==> src/rtl/serial_subtractor.sv <==
`timescale 1ns/1ps
// serial_subtractor: bit-serial WIDTH-bit subtractor, one full-subtractor
// slice per clock (LSB first) with the borrow chained through a flop.
//
// Ports:
//   clk   - clock, rising edge
//   rst   - asynchronous active-high reset
//   start - request, sampled only in IDLE
//   a, b  - minuend / subtrahend, captured on the accepted start edge
//   bin   - initial borrow-in, captured on the accepted start edge
//   busy  - high while in RUN
//   done  - one-cycle pulse when diff/bout are updated
//   diff  - (a - b - bin) mod 2^WIDTH
//   bout  - final borrow, 1 iff a < b + bin
module serial_subtractor #(
  parameter int unsigned WIDTH = 8
) (
  input  logic             clk,
  input  logic             rst,
  input  logic             start,
  input  logic [WIDTH-1:0] a,
  input  logic [WIDTH-1:0] b,
  input  logic             bin,
  output logic             busy,
  output logic             done,
  output logic [WIDTH-1:0] diff,
  output logic             bout
);

  localparam int unsigned CW = (WIDTH > 1) ? $clog2(WIDTH) : 1;

  typedef enum logic [1:0] {
    IDLE = 2'd0,
    RUN  = 2'd1,
    DONE = 2'd2
  } state_t;

  state_t           state;
  state_t           next_state;
  logic [WIDTH-1:0] a_sr;
  logic [WIDTH-1:0] b_sr;
  logic [WIDTH-1:0] res;
  logic             br;
  logic [CW-1:0]    cnt;

  logic             d_c;
  logic             nb_c;
  logic             last_c;

  // Full-subtractor slice on the current operand LSBs and stored borrow
  always_comb begin
    d_c    = a_sr[0] ^ b_sr[0] ^ br;
    nb_c   = (~a_sr[0] & b_sr[0]) | (~(a_sr[0] ^ b_sr[0]) & br);
    last_c = (cnt == CW'(WIDTH - 1));
  end

  // Next-state logic
  always_comb begin
    next_state = state;
    case (state)
      IDLE:    if (start) next_state = RUN;
      RUN:     if (last_c) next_state = DONE;
      DONE:    next_state = IDLE;
      default: next_state = IDLE;
    endcase
  end

  // State register, status flags and datapath
  always_ff @(posedge clk or posedge rst) begin
    if (rst) begin
      state <= IDLE;
      busy  <= 1'b0;
      done  <= 1'b0;
      diff  <= '0;
      bout  <= 1'b0;
      a_sr  <= '0;
      b_sr  <= '0;
      res   <= '0;
      br    <= 1'b0;
      cnt   <= '0;
    end else begin
      state <= next_state;
      busy  <= (next_state == RUN);
      done  <= (next_state == DONE);
      case (state)
        IDLE: begin
          if (start) begin
            a_sr <= a;
            b_sr <= b;
            br   <= bin;
            res  <= '0;
            cnt  <= '0;
          end
        end
        RUN: begin
          // Result fills from the MSB so bit 0 lands in place after WIDTH shifts
          res  <= {d_c, res[WIDTH-1:1]};
          a_sr <= {1'b0, a_sr[WIDTH-1:1]};
          b_sr <= {1'b0, b_sr[WIDTH-1:1]};
          br   <= nb_c;
          if (last_c) begin
            diff <= {d_c, res[WIDTH-1:1]};
            bout <= nb_c;
          end else begin
            cnt <= cnt + CW'(1);
          end
        end
        default: ;
      endcase
    end
  end

endmodule

==> config.mk <==
export PLATFORM = sky130hd
export DESIGN_NAME = serial_subtractor
export DESIGN_NICKNAME = d
export VERILOG_FILES = /design/src/rtl/serial_subtractor.sv
export SDC_FILE = /design/constraint.sdc
export NUM_CORES = 1
export LEC_CHECK = 0
export CAP_MARGIN = 40
export CORE_UTILIZATION = 52
export DETAILED_ROUTE_END_ITERATION = 7
export GPL_ROUTABILITY_DRIVEN = 0
export HOLD_SLACK_MARGIN = 0.12
export PLACE_DENSITY = 0.9
export SYNTH_ARGS = -nofsm -noshare
export SYNTH_HDL_FRONTEND = slang
export SYNTH_SLANG_ARGS = --single-unit
==> constraint.sdc <==
create_clock -name clk -period 2.1 [get_ports clk]
set_clock_uncertainty 0.2 [all_clocks]
set_input_delay 0.21 -clock clk [delete_from_list [all_inputs] [get_ports clk]]
set_output_delay 0.21 -clock clk [all_outputs]
set_load 0.05 [all_outputs]
Word-level counts from Yosys, hierarchy flattened
Cells that the tools add are included.

Flip-flop bits (word level): 41. Input bits: 20. Output and inout bits: 11.

$add $sub $neg: 1. Eq/ne operators: 6. Multiplexer cells: 14. Bitwise gates (word level): 7. Reduce and logical (&&, ||, !) cells: 5.

Operators by type and width (number): $pmux W8 S2 (3); $mux W8 (3); $mux W3 (2); $pmux W3 S2 (1); $eq A2 B1 Y1 const B (2); $mux W2 (2); $ne A2 B2 Y1 const B (2); $pmux W2 S2 (1); $reduce_and A2 Y1 (2); $add A3 B1 Y3 const B (1); $eq A3 B3 Y1 const B (1); $reduce_and A3 Y1 (1); $and A1 B1 Y1 (2); $eq A2 B2 Y1 const B (1); $logic_not A2 Y1 (1); $not A1 Y1 (2); $pmux W1 S2 (1); $reduce_bool A2 Y1 (1); $xor A1 B1 Y1 (2); $mux W1 (1); $or A1 B1 Y1 (1).

Longest topological paths before layout
Gate-level depths: netlist of run 1.

Depth after elaboration: 5. Gate-level depth with buffers: 6. Gate-level depth less buffers: 5.

Worst setup path before layout of run 1
OpenSTA, ideal clock, no wires.

Kind: register to register. From: register cnt[0]. To: register diff[0]. Setup time: 0.125 ns. Arrival time: 1.472 ns. Data required time: 1.775 ns. Path slack: 0.304 ns. Stages on the path, launching flop included: 6. Buffers on the path: 1. Path through: dfrtp_1 -> ha_1 -> ha_1 -> nand3b_1 -> buf_2 -> mux2_2.

Longest elaborated chain between the ends: 2.

Ends and longest elaborated chain: start, declared (line 44) `logic [CW-1:0] cnt;`; start signal, assigned (line 105) `cnt <= cnt + CW'(1);`; $eq A3 B3 Y1 (line 54) `last_c = (cnt == CW'(WIDTH - 1));`; $reduce_and A2 Y1 (no source line); end signal, assigned (line 102) `diff <= {d_c, res[WIDTH-1:1]};`; end, declared (line 26) `output logic [WIDTH-1:0] diff,`.

No other way between the ends. A chain may end at the register's enable or synchronous reset.

Final worst setup path of run 1
From: register bout. To: output bout.

RTL lines: start, declared (line 27) `output logic bout`; start signal, assigned (line 103) `bout <= nb_c;`.

No word-level cell between the ends.

==> run_results.csv, run 1 <==
group,metric,value,unit
setup_path,cp-end-kind,"output port",
logic_synthesis,synth-simple-area-share,11.85,%
logic_synthesis,synth_area,0.001774,mm^2
timing,tightest_slew,777.5,ps
flow_run,drv_cap,0,
timing,setup_tns,0,ps
global_routing,overflow,0,
setup_path,r2r-end,"br",
setup_path,critical_path_required,1690,ps
timing,fin_crit,1937,ps
cts,cts_sinks,40,
logic_synthesis,synth_area_leaders,"dfrtp_1 56%, a22o_1 6.9%, mux2_2 5.7%",
worst_hold_path,hold_class,"input port to flop",
cts,cts_buffer_depth,2,
power,intPower,2.033,mW
detailed_routing,drtIter0Drc,39,
cts,root_buffer,"clkbuf_4",
detailed_routing,routedWlPerCell,16.03,um
detailed_routing,post-route-drc-count,0,
timing,maxSlewHeadroom,48.06,%
setup_path,worstPathMaxFanout,2,
logic_synthesis,synth_top_area_share,56.42,%
power,power_density,1501,mW/mm^2
floorplan,fp-row-count,20,
global_routing,grt_pass1_wl,5906,um
setup_path,crit_arrival,1530,ps
setup_path,reg2reg_depth,3,
worst_hold_path,hold_depth,2,
cts,htreeDepth,2,
placed_design,pre_cts_ws,97.55,ps
detailed_routing,first_pass_iters,4,
timing,fin_ws,163.0,ps
power,power.leakage,0.9960,nW
power,power_frac_clock,15.0,%
logic_synthesis,yosys_warnings,0,
cts,clock_latency,350,ps
detailed_routing,drt.antenna.violating_nets,0,
floorplan,dieArea,0.003649,mm^2
timing,rsz0062_at_grt,"no",
worst_hold_path,whs_endpoint,"a_sr[7]",
detailed_routing,routed.top_layer,"met4",
placed_design,portBuffers,30,
setup_path,critPathLaunchType,"flop",
detailed_routing,met2RoutedLength,1918,um
detailed_routing,wl_met1,1513,um
detailed_routing,wl_met3,149,um
logic_synthesis,synthCells,147,
timing,finalCritPeriodShare,92.24,%
logic_synthesis,ys_ff_latch,40,
timing,report.final.slew_viol_count,0,
power,pwr-share-comb,45.5,%
cts,post_cts_buffers,0,
power,peakVddDrop,0.0006552,V
power,power_frac_seq,39.5,%
setup_path,cpMaxStageDelayCell,"clkdlybuf4s50_1",
logic_synthesis,ys_types,26,
timing,hold_violations,0,
timing,fmax,516.3,MHz
floorplan,initial_core_util,56.27,%
logic_synthesis,synth_top_family_by_area,"compound AO/OA/AOI/OAI gates",
logic_synthesis,synthesis.nets,170,
logic_synthesis,seq_area_frac_synth,56.42,%
global_routing,antenna_found_initial,0,
logic_synthesis,synth_compound_area_share,16.85,%
global_routing,grt_max_degree,41,
setup_path,crit_buf_inv,1,
cts,cts_inserted_buffers,5,
detailed_routing,vias,1304,
setup_path,crit_chain,"clkdlybuf4s50_1",
logic_synthesis,synth_largest_area_cell,"dfrtp_1",
floorplan,die_w,60.41,um
placed_design,dp.final_hpwl,2457,um
final_layout,fin_nets,204,
logic_synthesis,synth-xor-area-share,0,%
floorplan,pin_count,31,
global_routing,grt_use_total,22.71,%
logic_synthesis,synth_fa_ha_area_share,2.539,%
cts,clk_pin_slew,110,ps
floorplan,coreArea,0.003153,mm^2
worst_hold_path,worstHoldStart,"a[7]",
setup_path,rrSetupSlack,240,ps
detailed_routing,wirelength,3623,um
final_layout,syn_to_final_growth,24.12,%
timing,setup_viol,0,
power,swShare,38.49,%
setup_path,path_class,"flop to output port",
detailed_routing,routed_via_density,5.770,
floorplan,dieHeight,60.41,um
cts,tritoncts,"done",
logic_synthesis,synth_mux_area_share,6.276,%
setup_path,timing.rr.start,"state[0]",
final_layout,num_antenna_cells,0,
status,status,"completed",
global_routing,grt_pass1_vias,1293,
power,p_sw,1.272,mW
setup_path,slowest_delay,810,ps
final_layout,drive_gt1_share,12.64,%
logic_synthesis,synth_area_per_cell,12.07,um^2
setup_path,critPathTopFamily,"buffers and inverters",
[cell usage after synthesis, drive strengths merged]
cell type and n:
clkbuf 4, or2 1, a21oi 8, nor2 6, nor4bb 2, nand3b 1
nor2b 8, a222oi 2, dfrtp 40, nand2 3, nor3b 12, mux2i 1
o22a 6, o21ai 1, a22o 14, ha 2, mux2 9, a221oi 5
inv 13, a22oi 2, fa 1, buf 6
[cell usage in the layout, fill, tap and decap left out, drive strengths merged, types with 2 or more instances in the layout]
master | Yosys | final
buf | 6 | 6
mux2 | 9 | 9
inv | 13 | 13
ha | 2 | 2
nor4bb | 2 | 2
a222oi | 2 | 2
a221oi | 5 | 5
a22oi | 2 | 2
nand2 | 3 | 3
clkdlybuf4s50 | 0 | 30
nor3b | 12 | 12
nor2 | 6 | 6
dfrtp | 40 | 40
clkbuf | 4 | 6
o22a | 6 | 6
nor2b | 8 | 8
a21oi | 8 | 8
a22o | 14 | 14
[metal layers]
| metal | track usage, % | vias to the layer above |
|---|---|---|
| met1 | 26.23 | 661 |
| li1 | - | 599 |
| met3 | 6.397 | 6 |
| met2 | 39.56 | 38 |
| met4 | 9.740 | 0 |
| met5 | 0 | - |
[what timing repair did]
| action | 4_1_cts | 5_1_grt |
|---|---|---|
| hold buffers | 1 | 0 |
| gates resized for setup | 0 | 0 |
| endpoints found under the hold margin | 40 | 0 |
| endpoints found under the setup margin | 0 | 0 |
[state kept, by name, indices dropped and copies added, names as in the netlist, 2 cells and up]
| register | flops |
|---|---|
| cnt | 3 |
| b_sr | 8 |
| res | 7 |
| a_sr | 8 |
| diff | 8 |
| state | 2 |
[worst max path at each step]
| stage | startpoint | endpoint | slack [ps] | cells after the start |
|---|---|---|---|---|
| after floorplan | cnt[0] | diff[0] | 300 | 5 |
| after global placement | start | b_sr[2] | 230 | 4 |
| final | bout | bout | 160 | 1 |
| after detailed placement | start | a_sr[3] | 100 | 4 |
| after CTS | bout | bout | 130 | 1 |
| after global routing | diff[1] | diff[1] | 100 | 1 |
[power by group through the flow]
stage / sequential, mW / combinational (mW) / clock, mW
after floorplan: 1.55 / 0.844 / 0
after global placement: 1.30 / 1.41 / 0
after global routing: 1.35 / 1.63 / 0.541
final: 1.31 / 1.50 / 0.497
after detailed placement: 1.32 / 1.50 / 0
after CTS: 1.31 / 1.51 / 0.511
[through the flow]
stage | instances | util, % | total power, mW | hold WS [ps] | instance area, um^2
global route | 226 | 69.84 | 3.519 | 261.9 | 2202
finish | 226 | 69.84 | 3.305 | 266.3 | 2202
detailed placement | 217 | 67.10 | 2.822 | 284.4 | 2116
floorplan | 147 | - | 2.396 | 142.5 | 1774
global placement | 217 | 67.10 | 2.713 | 280.0 | 2116
CTS | 226 | 69.84 | 3.330 | 259.1 | 2202
[kinds of logic (layout without fill, tap and decap cells)]
family	after synthesis	after routing
flops	40	40
compound gates	38	38
simple gates	33	33
buf+inv	23	58
mux	10	10
fa+ha+maj	3	3
[final cells by class]
cell class                 instances  area [um^2]
clock buffer                       6        41.29
clock inverter                     2        35.03
fill                             248        950.9
inverter                          13        48.80
multi-input combinational         84        665.6
sequential                        40         1001
tap                               44        55.05
timing repair buffer              37        355.3
Power figures use the tool's default switching activity.
==> run 2, diff against run 1 <==
--- a/config.mk
+++ b/config.mk
@@ -11,6 +11,8 @@
 export GPL_ROUTABILITY_DRIVEN = 0
 export HOLD_SLACK_MARGIN = 0.12
 export PLACE_DENSITY = 0.9
+export SLEW_MARGIN = 15
 export SYNTH_ARGS = -nofsm -noshare
 export SYNTH_HDL_FRONTEND = slang
 export SYNTH_SLANG_ARGS = --single-unit
+export TNS_END_PERCENT = 10
==> results of run 2 <==
Same layout as run 1: the final DEF is identical, and so are final timing and power.
==> run 3, diff against run 2 <==
--- a/config.mk
+++ b/config.mk
@@ -6,11 +6,13 @@
 export NUM_CORES = 1
 export LEC_CHECK = 0
 export CAP_MARGIN = 40
-export CORE_UTILIZATION = 52
+export CELL_PAD_IN_SITES_DETAIL_PLACEMENT = 1
+export CELL_PAD_IN_SITES_GLOBAL_PLACEMENT = 2
+export CORE_UTILIZATION = 34
 export DETAILED_ROUTE_END_ITERATION = 7
 export GPL_ROUTABILITY_DRIVEN = 0
 export HOLD_SLACK_MARGIN = 0.12
-export PLACE_DENSITY = 0.9
+export PLACE_DENSITY = 0.89
 export SLEW_MARGIN = 15
 export SYNTH_ARGS = -nofsm -noshare
 export SYNTH_HDL_FRONTEND = slang
==> constraint.sdc (replaced) <==
create_clock -name clk -period 2.2 [get_ports clk]
set_clock_uncertainty 0.2 [all_clocks]
set_input_delay 0.22 -clock clk [delete_from_list [all_inputs] [get_ports clk]]
set_output_delay 0.22 -clock clk [all_outputs]
set_load 0.005 [all_outputs]
==> run_results.csv, run 3 (synthesized netlist as in run 1, its figures left out) <==
group,metric,value,unit
power,power_density,1316,mW/mm^2
detailed_routing,routed_via_density,5.211,
global_routing,antenna_found_initial,0,
power,peakVddDrop,0.0004039,V
cts,clock_latency,290,ps
setup_path,cpMaxStageDelayCell,"dfrtp_1",
cts,post_cts_resized,0,
floorplan,dieArea,0.005511,mm^2
setup_path,crit_arrival,2020,ps
global_routing,grt_max_degree,41,
setup_path,critPathLaunchType,"flop",
power,power.leakage,0.9962,nW
detailed_routing,routedWlPerCell,16.54,um
final_layout,num_antenna_cells,0,
timing,maxSlewHeadroom,50.40,%
flow_run,drv_cap,0,
final_layout,final_common_cell,"dfrtp_1",
global_routing,overflow,0,
placed_design,dp.final_hpwl,2899,um
timing,fin_crit,2040,ps
detailed_routing,drtIter0Drc,101,
placed_design,post_dp_cell_area,0.002137,mm^2
setup_path,crit_chain,"ha_1, ha_1, nand3b_1, mux2_2",
setup_path,worstPathMaxFanout,11,
timing,report.final.slew_viol_count,0,
cts,tritoncts,"done",
floorplan,coreArea,0.004880,mm^2
timing,tightest_slew,742.4,ps
worst_hold_path,hold_class,"input port to asynchronous set/reset pin",
detailed_routing,drt.antenna.violating_nets,0,
cts,root_buffer,"clkbuf_8",
detailed_routing,first_pass_iters,4,
placed_design,portBuffers,30,
final_layout,syn_to_final_growth,25.67,%
global_routing,grt_pass1_vias,1386,
floorplan,dieHeight,74.24,um
cts,cts_sinks,40,
setup_path,path_class,"flop to flop",
final_layout,reg_top3,"a_sr: 8 flops, b_sr: 8 flops, diff: 8 flops",
detailed_routing,vias,1287,
final_layout,mostFrequentLayoutCells,"40 x dfrtp_1, 30 x clkdlybuf4s50_1, 14 x a22o_1",
detailed_routing,post-route-drc-count,0,
timing,fmax,490.1,MHz
global_routing,grt_pass1_wl,6844,um
setup_path,critical_path_required,2180,ps
cts,cts_buffer_depth,2,
cts,post_cts_buffers,0,
cts,clk_pin_slew,80,ps
final_layout,final_util,45.69,%
global_routing,grt_use_total,16.92,%
cts,htreeDepth,2,
status,status,"completed",
setup_path,cp_common_cell,"ha_1",
setup_path,cp-end-kind,"flop",
floorplan,die_w,74.24,um
final_layout,drive_gt1_share,12.78,%
setup_path,rrSetupSlack,160,ps
cts,hold_buffers,0,
floorplan,initial_core_util,36.36,%
final_layout,fin_nets,202,
timing,setup_tns,0,ps
timing,hold_violations,0,
cts,cts_inserted_buffers,5,
timing,finalCritPeriodShare,92.74,%
timing,rsz0062_at_grt,"no",
final_layout,finalInstanceArea,0.002230,mm^2
setup_path,slowest_delay,420,ps
floorplan,fp-row-count,25,
detailed_routing,wirelength,4085,um
final_layout,n_fill_cell,548,
floorplan,pin_count,31,
timing,setup_viol,0,
## run 3: cell types whose count changed in the layout (fill, tap and decap cells not counted)
cell | before | now
buf_4 | 6 | 5
clkinv_2 | 1 | 2
bufinv_16 | 1 | 0
dlygate4sd3_1 | 1 | 0
clkbuf_8 | 0 | 6
clkbuf_4 | 5 | 0
clkbuf_1 | 1 | 0
## run 3: final timing paths
check	start	endpoint	cells past startpoint
worst min-delay path	rst	diff[4]	3
max in group asynchronous	rst	a_sr[5]	3
worst max register to register	cnt[0]	diff[1]	4
min in group clk	res[1]	res[1]	1
worst max-delay path	cnt[0]	diff[1]	4
worst min register to register	res[1]	res[1]	1
## run 3: critical path, delay by kind of cell (launching register included)
kind,cells,cell delay (ps)
DFF,1,420
adders and majority gates,2,490
muxes,1,390
and+or+nand+nor,1,420
## run 3: metal layers
metal  part of all wire (%)  track usage [%]
met2                     50            28.18
met3                    5.2            4.201
met1                     43            21.00
met5                      0                0
met4                    1.9            7.128
## run 3: power by group
part / switching, mW / internal, mW
registers: 0.221 / 1.06
logic: 0.516 / 0.644
clock network: 0.247 / 0.250
## run 3: layout make-up
| type | instances | area, um^2 | area share (%) |
|---|---|---|---|
| inverters | 13 | 48.80 | 2.189 |
| clock inverters | 2 | 10.01 | 0.4489 |
| multi-input cells | 84 | 665.6 | 29.85 |
| repair buffers | 35 | 337.8 | 15.15 |
| clock buffers | 6 | 82.58 | 3.704 |
| well taps | 67 | 83.83 | 3.760 |
| flip-flops and latches | 40 | 1001 | 44.89 |
## run 3: through the flow
step / cells / power [mW] / worst slack (ps) / hold slack (ps)
after floorplan: 147 / 2.013 / 403.7 / 152.5
after global placement: 239 / 2.340 / 237.7 / 265.3
after detailed placement: 239 / 2.468 / 149.9 / 287.6
after CTS: 247 / 2.980 / 154.4 / 183.0
after global routing: 247 / 3.151 / 39.38 / 221.4
final: 247 / 2.934 / 159.8 / 159.6
